## src/rtl/envelope_follower.sv

```systemverilog
`default_nettype none
// ============================================================================
// Module      : envelope_follower
// Description : Recovers the amplitude envelope of an offset-binary sample
//               stream using an attack/hold/release follower, plus a hysteretic gate.
// Revision    : 1.0 - initial release
// ============================================================================
module envelope_follower #(
    parameter int BITDEPTH     = 14,
    parameter int VOLBITS      = 8,
    parameter int HOLD_SAMPLES = 256
) (
    input  logic                sample_clock,
    input  logic                rst_n,
    input  logic [BITDEPTH-1:0] in,
    input  logic                in_valid,
    input  logic [7:0]          attack,
    input  logic [7:0]          release_step,
    input  logic [VOLBITS-1:0]  threshold_on,
    input  logic [VOLBITS-1:0]  threshold_off,
    output logic [VOLBITS-1:0]  level,
    output logic                level_valid,
    output logic                gate
);

    localparam int                  c_ENV_W = 2 * VOLBITS;
    localparam int                  c_MAG_W = BITDEPTH - 1;
    localparam logic [BITDEPTH-1:0] c_MID   = BITDEPTH'(1) << (BITDEPTH - 1);
    localparam logic [15:0]         c_HOLD  = 16'(HOLD_SAMPLES);

    typedef enum logic [1:0] {
        S_TRACK   = 2'd0,
        S_ATTACK  = 2'd1,
        S_HOLD    = 2'd2,
        S_RELEASE = 2'd3
    } state_t;

    state_t               r_state;
    state_t               w_state_next;
    logic                 r_s1_valid;
    logic [VOLBITS-1:0]   r_mag8;
    logic [c_ENV_W-1:0]   r_env;
    logic [c_ENV_W-1:0]   w_env_next;
    logic [15:0]          r_hold;
    logic [15:0]          w_hold_next;
    logic                 r_level_valid;
    logic                 r_gate;
    logic                 w_gate_next;

    logic [BITDEPTH-1:0]  w_mag_full;
    logic [c_MAG_W-1:0]   w_mag;
    logic [VOLBITS-1:0]   w_mag8;
    logic [VOLBITS-1:0]   w_cur_level;
    logic [VOLBITS-1:0]   w_new_level;
    logic [c_ENV_W:0]     w_target;
    logic [c_ENV_W:0]     w_env_ext;
    logic [c_ENV_W:0]     w_up;
    logic [c_ENV_W:0]     w_dn_sat;

    // Stage 1: magnitude about the midpoint; full negative scale clamps to max positive
    always_comb begin
        if (in >= c_MID) begin
            w_mag_full = in - c_MID;
        end else begin
            w_mag_full = c_MID - in;
        end
        if (w_mag_full[BITDEPTH-1]) begin
            w_mag = '1;
        end else begin
            w_mag = w_mag_full[c_MAG_W-1:0];
        end
        w_mag8 = w_mag[c_MAG_W-1 -: VOLBITS];
    end

    assign w_cur_level = r_env[c_ENV_W-1 -: VOLBITS];
    assign w_target    = {1'b0, r_mag8, VOLBITS'(0)};
    assign w_env_ext   = {1'b0, r_env};
    assign w_up        = w_env_ext + (c_ENV_W + 1)'(attack);
    assign w_dn_sat    = ((c_ENV_W + 1)'(release_step) > w_env_ext) ? '0
                       : w_env_ext - (c_ENV_W + 1)'(release_step);

    // Stage 2: follower state machine; a rising target always wins over hold/release
    always_comb begin
        w_env_next   = r_env;
        w_state_next = r_state;
        w_hold_next  = r_hold;
        if (r_mag8 > w_cur_level) begin
            if (attack == 8'd0 || w_up >= w_target) begin
                w_env_next = w_target[c_ENV_W-1:0];
            end else begin
                w_env_next = w_up[c_ENV_W-1:0];
            end
            w_state_next = S_ATTACK;
            w_hold_next  = 16'd0;
        end else if (r_mag8 == w_cur_level) begin
            w_state_next = S_TRACK;
            w_hold_next  = 16'd0;
        end else begin
            case (r_state)
                S_HOLD: begin
                    if (r_hold < c_HOLD) begin
                        w_hold_next = r_hold + 16'd1;
                    end else begin
                        w_state_next = S_RELEASE;
                    end
                end
                S_RELEASE: begin
                    if (release_step == 8'd0 || w_dn_sat <= w_target) begin
                        w_env_next   = w_target[c_ENV_W-1:0];
                        w_state_next = S_TRACK;
                    end else begin
                        w_env_next = w_dn_sat[c_ENV_W-1:0];
                    end
                end
                default: begin
                    w_state_next = S_HOLD;
                    w_hold_next  = 16'd1;
                end
            endcase
        end
    end

    assign w_new_level = w_env_next[c_ENV_W-1 -: VOLBITS];

    always_comb begin
        w_gate_next = r_gate;
        if (!r_gate && w_new_level >= threshold_on) begin
            w_gate_next = 1'b1;
        end else if (r_gate && w_new_level < threshold_off) begin
            w_gate_next = 1'b0;
        end
    end

    always_ff @(posedge sample_clock) begin
        if (!rst_n) begin
            r_s1_valid    <= 1'b0;
            r_mag8        <= '0;
            r_env         <= '0;
            r_state       <= S_TRACK;
            r_hold        <= 16'd0;
            r_level_valid <= 1'b0;
            r_gate        <= 1'b0;
        end else begin
            r_s1_valid    <= in_valid;
            r_level_valid <= r_s1_valid;
            if (in_valid) begin
                r_mag8 <= w_mag8;
            end
            if (r_s1_valid) begin
                r_env   <= w_env_next;
                r_state <= w_state_next;
                r_hold  <= w_hold_next;
                r_gate  <= w_gate_next;
            end
        end
    end

    assign level       = w_cur_level;
    assign level_valid = r_level_valid;
    assign gate        = r_gate;

endmodule
`default_nettype wire

```

## config.mk

```make
export PLATFORM = sky130hd
export DESIGN_NAME = envelope_follower
export DESIGN_NICKNAME = d
export VERILOG_FILES = /design/src/rtl/envelope_follower.sv
export SDC_FILE = /design/constraint.sdc
export NUM_CORES = 1
export LEC_CHECK = 0
export BUFFER_PORTS_ARGS = -buffer_cell sky130_fd_sc_hd__buf_2
export CAP_MARGIN = 10
export CORE_UTILIZATION = 54
export CTS_BUF_LIST = sky130_fd_sc_hd__clkbuf_16
export DETAILED_ROUTE_END_ITERATION = 12
export GPL_ROUTABILITY_DRIVEN = 0
export HOLD_SLACK_MARGIN = 0.03
export PLACE_DENSITY_LB_ADDON = 0.25
export RECOVER_POWER = 100
export SLEW_MARGIN = 20
export SYNTH_ARGS = -nofsm -noshare
export SYNTH_HDL_FRONTEND = slang
export SYNTH_SLANG_ARGS = --single-unit
```

## constraint.sdc

```tcl
create_clock -name sample_clock -period 7.8 [get_ports sample_clock]
set_input_delay 2.34 -clock sample_clock [delete_from_list [all_inputs] [get_ports sample_clock]]
set_output_delay 2.34 -clock sample_clock [all_outputs]
set_load 0.01 [all_outputs]
```

==> results of run 1 <==
## Yosys cell counts, types with 3 or more instances
cell type	count	share of area (%)
ha_1	56	15
a21oi_1	53	5.6
nor2_1	51	4.1
inv_1	48	3.8
o21ai_0	47	5.0
dfxtp_1	45	19
nand2_1	41	3.3
clkbuf_1	16	1.3
nor3_1	16	1.7
xnor2_1	16	3.0
o21a_1	12	1.9
and2_1	10	1.3
nor2b_1	10	1.3
xor2_1	10	1.9
buf_4	9	1.4
nand2b_1	9	1.2
nand3_1	9	0.96
nor4_1	9	1.2
o211ai_1	9	1.4
a31oi_1	8	1.1
or3_1	8	1.1
nand4_1	7	0.93
a22oi_1	6	0.96
and3_1	6	0.80
mux2_2	5	1.2
mux2i_1	5	1.1
o21bai_1	5	0.80
or4_1	5	0.80
a21boi_0	4	0.64
o21ai_1	4	0.42
o311ai_0	4	0.74
o31ai_1	4	0.64
or2_2	4	0.53
a2111oi_0	3	0.56
a211oi_1	3	0.48
a21o_1	3	0.48
o2111a_1	3	0.72
o2111ai_1	3	0.56
## metrics by stage
stage	hold slack (ns)	power [mW]	cells	worst slack [ns]
after floorplan	0.430	0.694	618	0.430
after global placement	0.443	0.818	761	0.223
after detailed placement	0.451	0.835	761	-0.0331
after CTS	0.467	1.06	769	0.262
after global routing	0.475	1.14	769	0.00579
final	0.469	1.07	769	0.351
## final cells by class
type,instances,area share (%)
Clock buffer,5,2.41
Clock inverter,3,0.482
Inverter,48,3.47
Multi-Input combinational cell,498,67.5
Sequential cell,45,17.4
Tap cell,105,2.53
Timing Repair Buffer,65,6.29
## per-layer routing
layer  share of wire (%)  track usage (%)  vias up
met5                   0                0        -
met3                 5.6             3.75       43
li1                    -                -     2360
met2                  48             51.6      200
met1                  43             35.8     2229
met4                 3.0             9.08        0
## worst reg2reg max path, cell delays in order (launching register included)
cell	delay, ns
dfxtp_1	0.36
ha_1	0.19
inv_1	0.06
fa_1	0.40
nand2b_2	0.24
a21oi_2	0.25
o2111a_1	0.30
xnor2_1	0.08
ha_1	0.31
nand4b_1	0.09
nor4_1	0.27
o21ai_0	0.13
a2111o_1	0.43
o211ai_4	0.36
nor4b_1	0.11
a31o_1	0.22
or3_1	0.44
ha_1	0.29
a21oi_1	0.13
nor2b_1	0.06
o21ai_0	0.14
a21oi_1	0.08
o31a_1	0.24
o311ai_0	0.31
a41oi_1	0.08
## worst paths after layout
kind | endpoint | depth (start not counted)
max | gate$_SDFFE_PN0P_ | 25
max reg2reg | gate$_SDFFE_PN0P_ | 24
min reg2reg | r_hold[15]$_SDFFE_PN0P_ | 1
min | r_hold[15]$_SDFFE_PN0P_ | 1
## power breakdown
group	internal, mW	switching [mW]
sequential	0.245	0.0273
combinational	0.231	0.343
clock	0.121	0.103
## state kept, by name (all words and copies together), names as in the netlist
name / flops
r_s1_valid: 1
r_state: 2
r_mag8: 8
gate: 1
r_hold: 16
level_valid: 1
r_env: 16
## logic make-up (layout without fill, tap and decap cells)
group,count (synthesis),after routing,share of synthesized area [%]
flip-flops,45,45,19.1
AO/OA/AOI/OAI,204,204,29.2
AND/OR/NAND/NOR,200,200,22.1
multiplexers,10,10,2.26
adder cells (fa/ha/maj),58,58,15.7
XOR/XNOR,26,26,4.83
buffers and inverters,75,121,6.75
## repair_timing
item,in CTS,in global routing
hold buffers,0,0
gates resized for setup,0,4
endpoints found under the setup margin,0,1
## layout by cell type, fill, tap and decap left out, types with 4 or more instances in the layout
master | synthesis | layout
ha_1 | 56 | 56
a21oi_1 | 53 | 52
nor2_1 | 51 | 51
inv_1 | 48 | 48
o21ai_0 | 47 | 46
dfxtp_1 | 45 | 45
buf_2 | 1 | 45
nand2_1 | 41 | 41
xnor2_1 | 16 | 16
nor3_1 | 16 | 16
clkbuf_1 | 16 | 13
o21a_1 | 12 | 12
nor2b_1 | 10 | 10
xor2_1 | 10 | 10
o211ai_1 | 9 | 9
nor4_1 | 9 | 9
nand2b_1 | 9 | 9
nand3_1 | 9 | 9
or3_1 | 8 | 8
a31oi_1 | 8 | 8
nand4_1 | 7 | 7
buf_4 | 9 | 7
and3_1 | 6 | 6
a22oi_1 | 6 | 6
o21ai_1 | 4 | 5
or4_1 | 5 | 5
o21bai_1 | 5 | 5
mux2i_1 | 5 | 5
and2_0 | 0 | 5
and2_1 | 10 | 5
clkbuf_16 | 0 | 5
or2_2 | 4 | 4
o31ai_1 | 4 | 4
mux2_2 | 5 | 4
o311ai_0 | 4 | 4
a21boi_0 | 4 | 4
==> impl_metrics.prom, run 1 <==
# TYPE chip_impl_metric gauge
chip_impl_metric{name="layout.area.seq",unit="um^2"} 901
chip_impl_metric{name="clock_sink_count",unit=""} 45
chip_impl_metric{name="timing.critical_path.arrival",unit="ns"} 7.62
chip_impl_metric{name="row_count",unit=""} 33
chip_impl_info{name="rr_startpoint",value="r_env[0]$_SDFFE_PN0P_"} 1
chip_impl_metric{name="layout_min_cycle_time",unit="ns"} 7.45
chip_impl_metric{name="areaGrowthSynthToFinish",unit="%"} 10.2
chip_impl_info{name="tritoncts",value="built"} 1
chip_impl_metric{name="number_of_diodes_added_for_antenna_fixing",unit=""} 0
chip_impl_metric{name="cts_buffers",unit=""} 5
chip_impl_metric{name="route.detailed.wl_per_inst",unit="um"} 16.9
chip_impl_metric{name="clk_pin_slew",unit="ns"} 0.07
chip_impl_metric{name="synth.cell_area",unit="mm^2"} 0.00471
chip_impl_metric{name="relSlewSlack",unit="%"} 18.6
chip_impl_metric{name="max_freq",unit="MHz"} 134
chip_impl_info{name="ys_dominant_reg_cell",value="dfxtp_1"} 1
chip_impl_metric{name="timing.final.setup_violations",unit=""} 0
chip_impl_metric{name="cpPeakStageDelay",unit="ns"} 0.44
chip_impl_metric{name="first_pass_grt_wire_length",unit="um"} 20900
chip_impl_metric{name="synth_area_per_cell",unit="um^2"} 7.62
chip_impl_info{name="grt_setup_unrepaired",value="false"} 1
chip_impl_metric{name="drc_errors",unit=""} 0
chip_impl_metric{name="fin_nets",unit=""} 770
chip_impl_info{name="hold_path_class",value="flop to flop"} 1
chip_impl_metric{name="setup-tns-final",unit="ns"} 0
chip_impl_metric{name="final_hold_viol_count",unit=""} 0
chip_impl_metric{name="fp.dieArea",unit="mm^2"} 0.00910
chip_impl_metric{name="yosysWarningCount",unit=""} 0
chip_impl_metric{name="buffers_from_clock_root_to_sink_at_most",unit=""} 2
chip_impl_metric{name="area_of_the_multi_input_gates",unit="mm^2"} 0.00350
chip_impl_metric{name="synth_cell_type_count",unit=""} 79
chip_impl_info{name="critical_path.top_delay_family",value="compound AO/OA/AOI/OAI gates"} 1
chip_impl_metric{name="pwr_density_cell",unit="mW/mm^2"} 206
chip_impl_metric{name="die_w",unit="um"} 95.4
chip_impl_info{name="worstSetupStartpointType",value="input port"} 1
chip_impl_metric{name="track_usage",unit="%"} 28.9
chip_impl_metric{name="finClkSkew",unit="ns"} 0.00667
chip_impl_info{name="clock-root-buffer",value="clkbuf_16"} 1
chip_impl_metric{name="final_design_area_no_fill",unit="mm^2"} 0.00519
chip_impl_metric{name="ys_seq_area_share",unit="%"} 19.1
chip_impl_metric{name="dr.pass1.iters",unit=""} 5
chip_impl_info{name="critical_path.most_common_cell",value="ha_1"} 1
chip_impl_metric{name="floorplan.initialDensity",unit="%"} 56.5
chip_impl_metric{name="drtAntennaViolNets",unit=""} 0
chip_impl_metric{name="core_area",unit="mm^2"} 0.00834
chip_impl_metric{name="floorplan.die.height",unit="um"} 95.4
chip_impl_metric{name="postCtsSetupBuffers",unit=""} 0
chip_impl_metric{name="number_of_antenna_violations_at_the_first_check_in_global_routing",unit=""} 0
chip_impl_metric{name="grt_pass1_vias",unit=""} 4514
chip_impl_metric{name="postSynth.asyncResetShare",unit="%"} 0
chip_impl_metric{name="vias_per_cell",unit=""} 6.28
chip_impl_info{name="worstSetupEndpointType",value="flop"} 1
chip_impl_metric{name="r2r_setup_slack",unit="ns"} 2.12
chip_impl_metric{name="portBuffers",unit=""} 58
chip_impl_metric{name="synth.ff_latch_count",unit=""} 45
chip_impl_metric{name="clk_latency",unit="ns"} 0.29
chip_impl_metric{name="cts_max_level",unit=""} 2
chip_impl_info{name="critical_path_class",value="input port to flop"} 1
chip_impl_metric{name="fin_util",unit="%"} 62.2
chip_impl_metric{name="final_cycle_share",unit="%"} 95.5
chip_impl_metric{name="globalRoute.totalOverflow",unit=""} 0
chip_impl_metric{name="power.ir.vdd_worst",unit="mV"} 0.117
chip_impl_metric{name="via_count",unit=""} 4832
chip_impl_metric{name="cap_viol_max_count",unit=""} 0
chip_impl_info{name="hold_path_startpoint",value="r_hold[15]$_SDFFE_PN0P_"} 1
chip_impl_metric{name="cp_max_fo",unit=""} 10
chip_impl_metric{name="tightest_slew",unit="ns"} 1.22
chip_impl_metric{name="finalWirelength",unit="um"} 13000
chip_impl_info{name="status",value="complete, no violations"} 1
chip_impl_metric{name="num_io_pins",unit=""} 59
chip_impl_metric{name="timing.critical_path.buf_inv",unit=""} 2
chip_impl_metric{name="timing.critical_path.required",unit="ns"} 7.97
chip_impl_metric{name="grt_start_max_net_pins",unit=""} 33
chip_impl_metric{name="fillerInstances",unit=""} 778
chip_impl_metric{name="syn_nets",unit=""} 725
chip_impl_metric{name="post_dp_cell_area",unit="mm^2"} 0.00505
chip_impl_metric{name="layout_cells_sized_above_1",unit="%"} 13.1
chip_impl_metric{name="p_leak",unit="nW"} 2.17
chip_impl_metric{name="drv_slew",unit=""} 0
chip_impl_metric{name="place.detailed.hpwl",unit="um"} 10300
chip_impl_metric{name="synth_cells",unit=""} 618
chip_impl_metric{name="drt_iter0_markers",unit=""} 407
chip_impl_metric{name="synth_edf_count",unit=""} 0
chip_impl_info{name="master_of_the_slowest_instance_on_the_critical_path",value="or3_1"} 1
chip_impl_info{name="worstSetupStartpoint",value="attack[0]"} 1
No activity file was read; power rests on OpenSTA's default activity.
==> inputs of run 2 (changes only) <==
--- a/config.mk
+++ b/config.mk
@@ -5,9 +5,10 @@
 export SDC_FILE = /design/constraint.sdc
 export NUM_CORES = 1
 export LEC_CHECK = 0
+export ABC_CLOCK_PERIOD_IN_PS = 7400
 export BUFFER_PORTS_ARGS = -buffer_cell sky130_fd_sc_hd__buf_2
 export CAP_MARGIN = 10
-export CORE_UTILIZATION = 54
+export CORE_UTILIZATION = 55
 export CTS_BUF_LIST = sky130_fd_sc_hd__clkbuf_16
 export DETAILED_ROUTE_END_ITERATION = 12
 export GPL_ROUTABILITY_DRIVEN = 0
==> constraint.sdc (replaced) <==
create_clock -name sample_clock -period 7.4 [get_ports sample_clock]
set_input_delay 2.22 -clock sample_clock [delete_from_list [all_inputs] [get_ports sample_clock]]
set_output_delay 2.22 -clock sample_clock [all_outputs]
set_load 0.01 [all_outputs]
==> run 2 against run 1 <==
Global-route usage up 1.9 points. Sequential power up 6%. Clock power grew 6%. Flip-flop and latch count stayed put. Non-clock buffer count up 26. First-iteration DRC count rose by 23%. Critical path depth is 3 higher. Combinational power up 21%. Via count is 5.3% higher. Power rose by 14%. Clock skew is 0.0018 ns higher. Final cell count rose by 3.4%.
==> impl_metrics.prom, run 2 (synthesis results as in run 1) <==
# TYPE chip_impl_metric gauge
chip_impl_info{name="status",value="complete, no violations"} 1
chip_impl_metric{name="floorplan.initialDensity",unit="%"} 57.0
chip_impl_metric{name="clk_pin_slew",unit="ns"} 0.07
chip_impl_info{name="layout.cells.most_common_list",value="56 x ha_1, 52 x a21oi_1, 51 x nor2_1, 48 x inv_1, 47 x buf_2"} 1
chip_impl_metric{name="netSwitchingFraction",unit="%"} 43.4
chip_impl_metric{name="max_freq",unit="MHz"} 139
chip_impl_metric{name="timing.critical_path.arrival",unit="ns"} 7.35
chip_impl_metric{name="globalRoute.totalOverflow",unit=""} 0
chip_impl_metric{name="tightest_slew",unit="ns"} 1.33
chip_impl_metric{name="area_of_the_multi_input_gates",unit="mm^2"} 0.00354
chip_impl_metric{name="place.detailed.hpwl",unit="um"} 10600
chip_impl_metric{name="die_w",unit="um"} 94.5
chip_impl_metric{name="clk_latency",unit="ns"} 0.30
chip_impl_metric{name="cp_max_fo",unit=""} 6
chip_impl_info{name="clock-root-buffer",value="clkbuf_16"} 1
chip_impl_metric{name="fin_util",unit="%"} 65.7
chip_impl_metric{name="finClkSkew",unit="ns"} 0.00847
chip_impl_metric{name="number_of_diodes_added_for_antenna_fixing",unit=""} 0
chip_impl_metric{name="relSlewSlack",unit="%"} 11.3
chip_impl_metric{name="timing.final.setup_violations",unit=""} 0
chip_impl_metric{name="setup-tns-final",unit="ns"} 0
chip_impl_metric{name="drt_iter0_markers",unit=""} 500
chip_impl_info{name="critical_path_class",value="input port to flop"} 1
chip_impl_metric{name="finalWirelength",unit="um"} 13800
chip_impl_metric{name="pwr_density_cell",unit="mW/mm^2"} 225
chip_impl_metric{name="portBuffers",unit=""} 58
chip_impl_metric{name="switching_power_total",unit="uW"} 529
chip_impl_metric{name="fp.dieArea",unit="mm^2"} 0.00894
chip_impl_metric{name="drc_errors",unit=""} 0
chip_impl_metric{name="drtAntennaViolNets",unit=""} 0
chip_impl_metric{name="via_count",unit=""} 5089
chip_impl_metric{name="layout.area.seq",unit="um^2"} 901
chip_impl_info{name="worstSetupEndpointType",value="flop"} 1
chip_impl_metric{name="fin_nets",unit=""} 796
chip_impl_metric{name="dr.pass1.iters",unit=""} 6
chip_impl_info{name="hold_path_class",value="flop to flop"} 1
chip_impl_metric{name="grt_pass1_vias",unit=""} 4749
chip_impl_metric{name="clock_share_of_power",unit="%"} 19.5
chip_impl_info{name="biggestRegsByFlops",value="r_env x16, r_hold x16, r_mag8 x8"} 1
chip_impl_metric{name="number_of_antenna_violations_at_the_first_check_in_global_routing",unit=""} 0
chip_impl_metric{name="buffers_from_clock_root_to_sink_at_most",unit=""} 2
chip_impl_metric{name="drv_slew",unit=""} 0
chip_impl_metric{name="track_usage",unit="%"} 30.8
chip_impl_metric{name="row_count",unit=""} 33
chip_impl_metric{name="areaGrowthSynthToFinish",unit="%"} 15.2
chip_impl_info{name="worstSetupStartpointType",value="input port"} 1
chip_impl_metric{name="layout_cells_sized_above_1",unit="%"} 17.4
chip_impl_info{name="most_common_library_cell_in_the_layout_ignoring_fill_and_taps",value="ha_1"} 1
chip_impl_metric{name="timing.critical_path.required",unit="ns"} 7.57
chip_impl_metric{name="grt_start_max_net_pins",unit=""} 33
chip_impl_metric{name="num_io_pins",unit=""} 59
chip_impl_metric{name="p_leak",unit="nW"} 2.31
chip_impl_metric{name="route.detailed.wl_per_inst",unit="um"} 17.3
chip_impl_metric{name="fillerInstances",unit=""} 770
chip_impl_metric{name="vias_per_cell",unit=""} 6.40
chip_impl_metric{name="cts_max_level",unit=""} 2
chip_impl_metric{name="core_area",unit="mm^2"} 0.00826
chip_impl_metric{name="seq_power_share",unit="%"} 23.6
chip_impl_metric{name="final_hold_viol_count",unit=""} 0
chip_impl_info{name="tritoncts",value="built"} 1
chip_impl_metric{name="floorplan.die.height",unit="um"} 94.5
chip_impl_metric{name="final_cycle_share",unit="%"} 96.9
chip_impl_metric{name="cts_buffers",unit=""} 5
chip_impl_metric{name="layout_min_cycle_time",unit="ns"} 7.17
chip_impl_metric{name="cap_viol_max_count",unit=""} 0
chip_impl_metric{name="first_pass_grt_wire_length",unit="um"} 21800
chip_impl_metric{name="cell_internal_pwr",unit="uW"} 691
chip_impl_metric{name="postCtsHoldBufs",unit=""} 0
chip_impl_metric{name="power.ir.vdd_worst",unit="mV"} 0.155
chip_impl_metric{name="power.share.combinational",unit="%"} 56.9
chip_impl_metric{name="clock_sink_count",unit=""} 45
run 2: cell count changes in the layout (fill, tap and decap cells not counted), sizes merged:
| cell | change |
|---|---|
| buf | +28 |
| clkbuf | -2 |
run 2: through the flow:
stage | instances | worst slack (ns) | hold slack, ns | power [mW] | cell area, um^2
global route | 795 | -0.0445 | 0.483 | 1.29 | 5430
detailed placement | 785 | -0.115 | 0.450 | 0.950 | 5230
floorplan | 618 | 0.150 | 0.430 | 0.732 | 4710
CTS | 793 | 0.184 | 0.467 | 1.19 | 5380
global placement | 785 | 0.0451 | 0.442 | 0.931 | 5230
finish | 795 | 0.229 | 0.466 | 1.22 | 5430
run 2: layout make-up:
type	instances	share of cell area, %
inverter	48	3.32
clock inverter	3	0.461
timing repair buffer	91	9.66
multi-input combinational	498	65.2
sequential	45	16.6
clock buffer	5	2.31
tap	105	2.42
run 2: path summary, 6_finish.rpt:
check	to	start	depth (start not counted)	slack [ns]
worst max-delay path	gate$_SDFFE_PN0P_	release_step[5]	28	0.23
worst min-delay path	r_hold[14]$_SDFFE_PN0P_	r_hold[14]$_SDFFE_PN0P_	1	0.47
worst max register to register	gate$_SDFFE_PN0P_	r_env[9]$_SDFFE_PN0P_	25	1.87
worst min register to register	r_hold[14]$_SDFFE_PN0P_	r_hold[14]$_SDFFE_PN0P_	1	0.47
run 2: routing by layer:
layer  vias to the layer above  part of all wire (%)  track usage (%)
li1                       2414                     -                -
met1                      2366                    41             36.8
met2                       252                    48             53.6
met3                        57                   7.8             6.04
met4                         0                   3.5             12.8
met5                         -                     0                0
run 2: what timing repair did:
| action | 4_1_cts | 5_1_grt |
|---|---|---|
| gates resized for setup | 0 | 15 |
| endpoints found under the setup margin | 0 | 1 |
| setup buffers | 0 | 2 |
run 2: critical path, cell delays in order:
cell	delay [ns]
buf_2	0.09
inv_1	0.05
ha_1	0.37
o21a_1	0.24
o21ai_1	0.24
a31oi_2	0.12
or4b_1	0.50
a21oi_1	0.30
ha_1	0.31
o21ai_0	0.09
nand2b_1	0.08
a21oi_1	0.15
a311o_1	0.23
buf_4	0.15
o21ai_2	0.08
buf_4	0.17
nor4_1	0.24
nor3_1	0.12
buf_4	0.17
ha_1	0.25
nand2b_1	0.13
a21oi_1	0.14
nor2b_1	0.06
o21ai_0	0.15
a21oi_1	0.09
o31a_1	0.23
o311ai_0	0.28
a41oi_1	0.08
run 2: power by group through the flow:
stage / combinational [mW] / clock, mW / sequential, mW
after floorplan: 0.456 / 0 / 0.276
after global placement: 0.639 / 0 / 0.291
after detailed placement: 0.659 / 0 / 0.291
after CTS: 0.665 / 0.237 / 0.286
after global routing: 0.758 / 0.247 / 0.289
final: 0.694 / 0.238 / 0.288
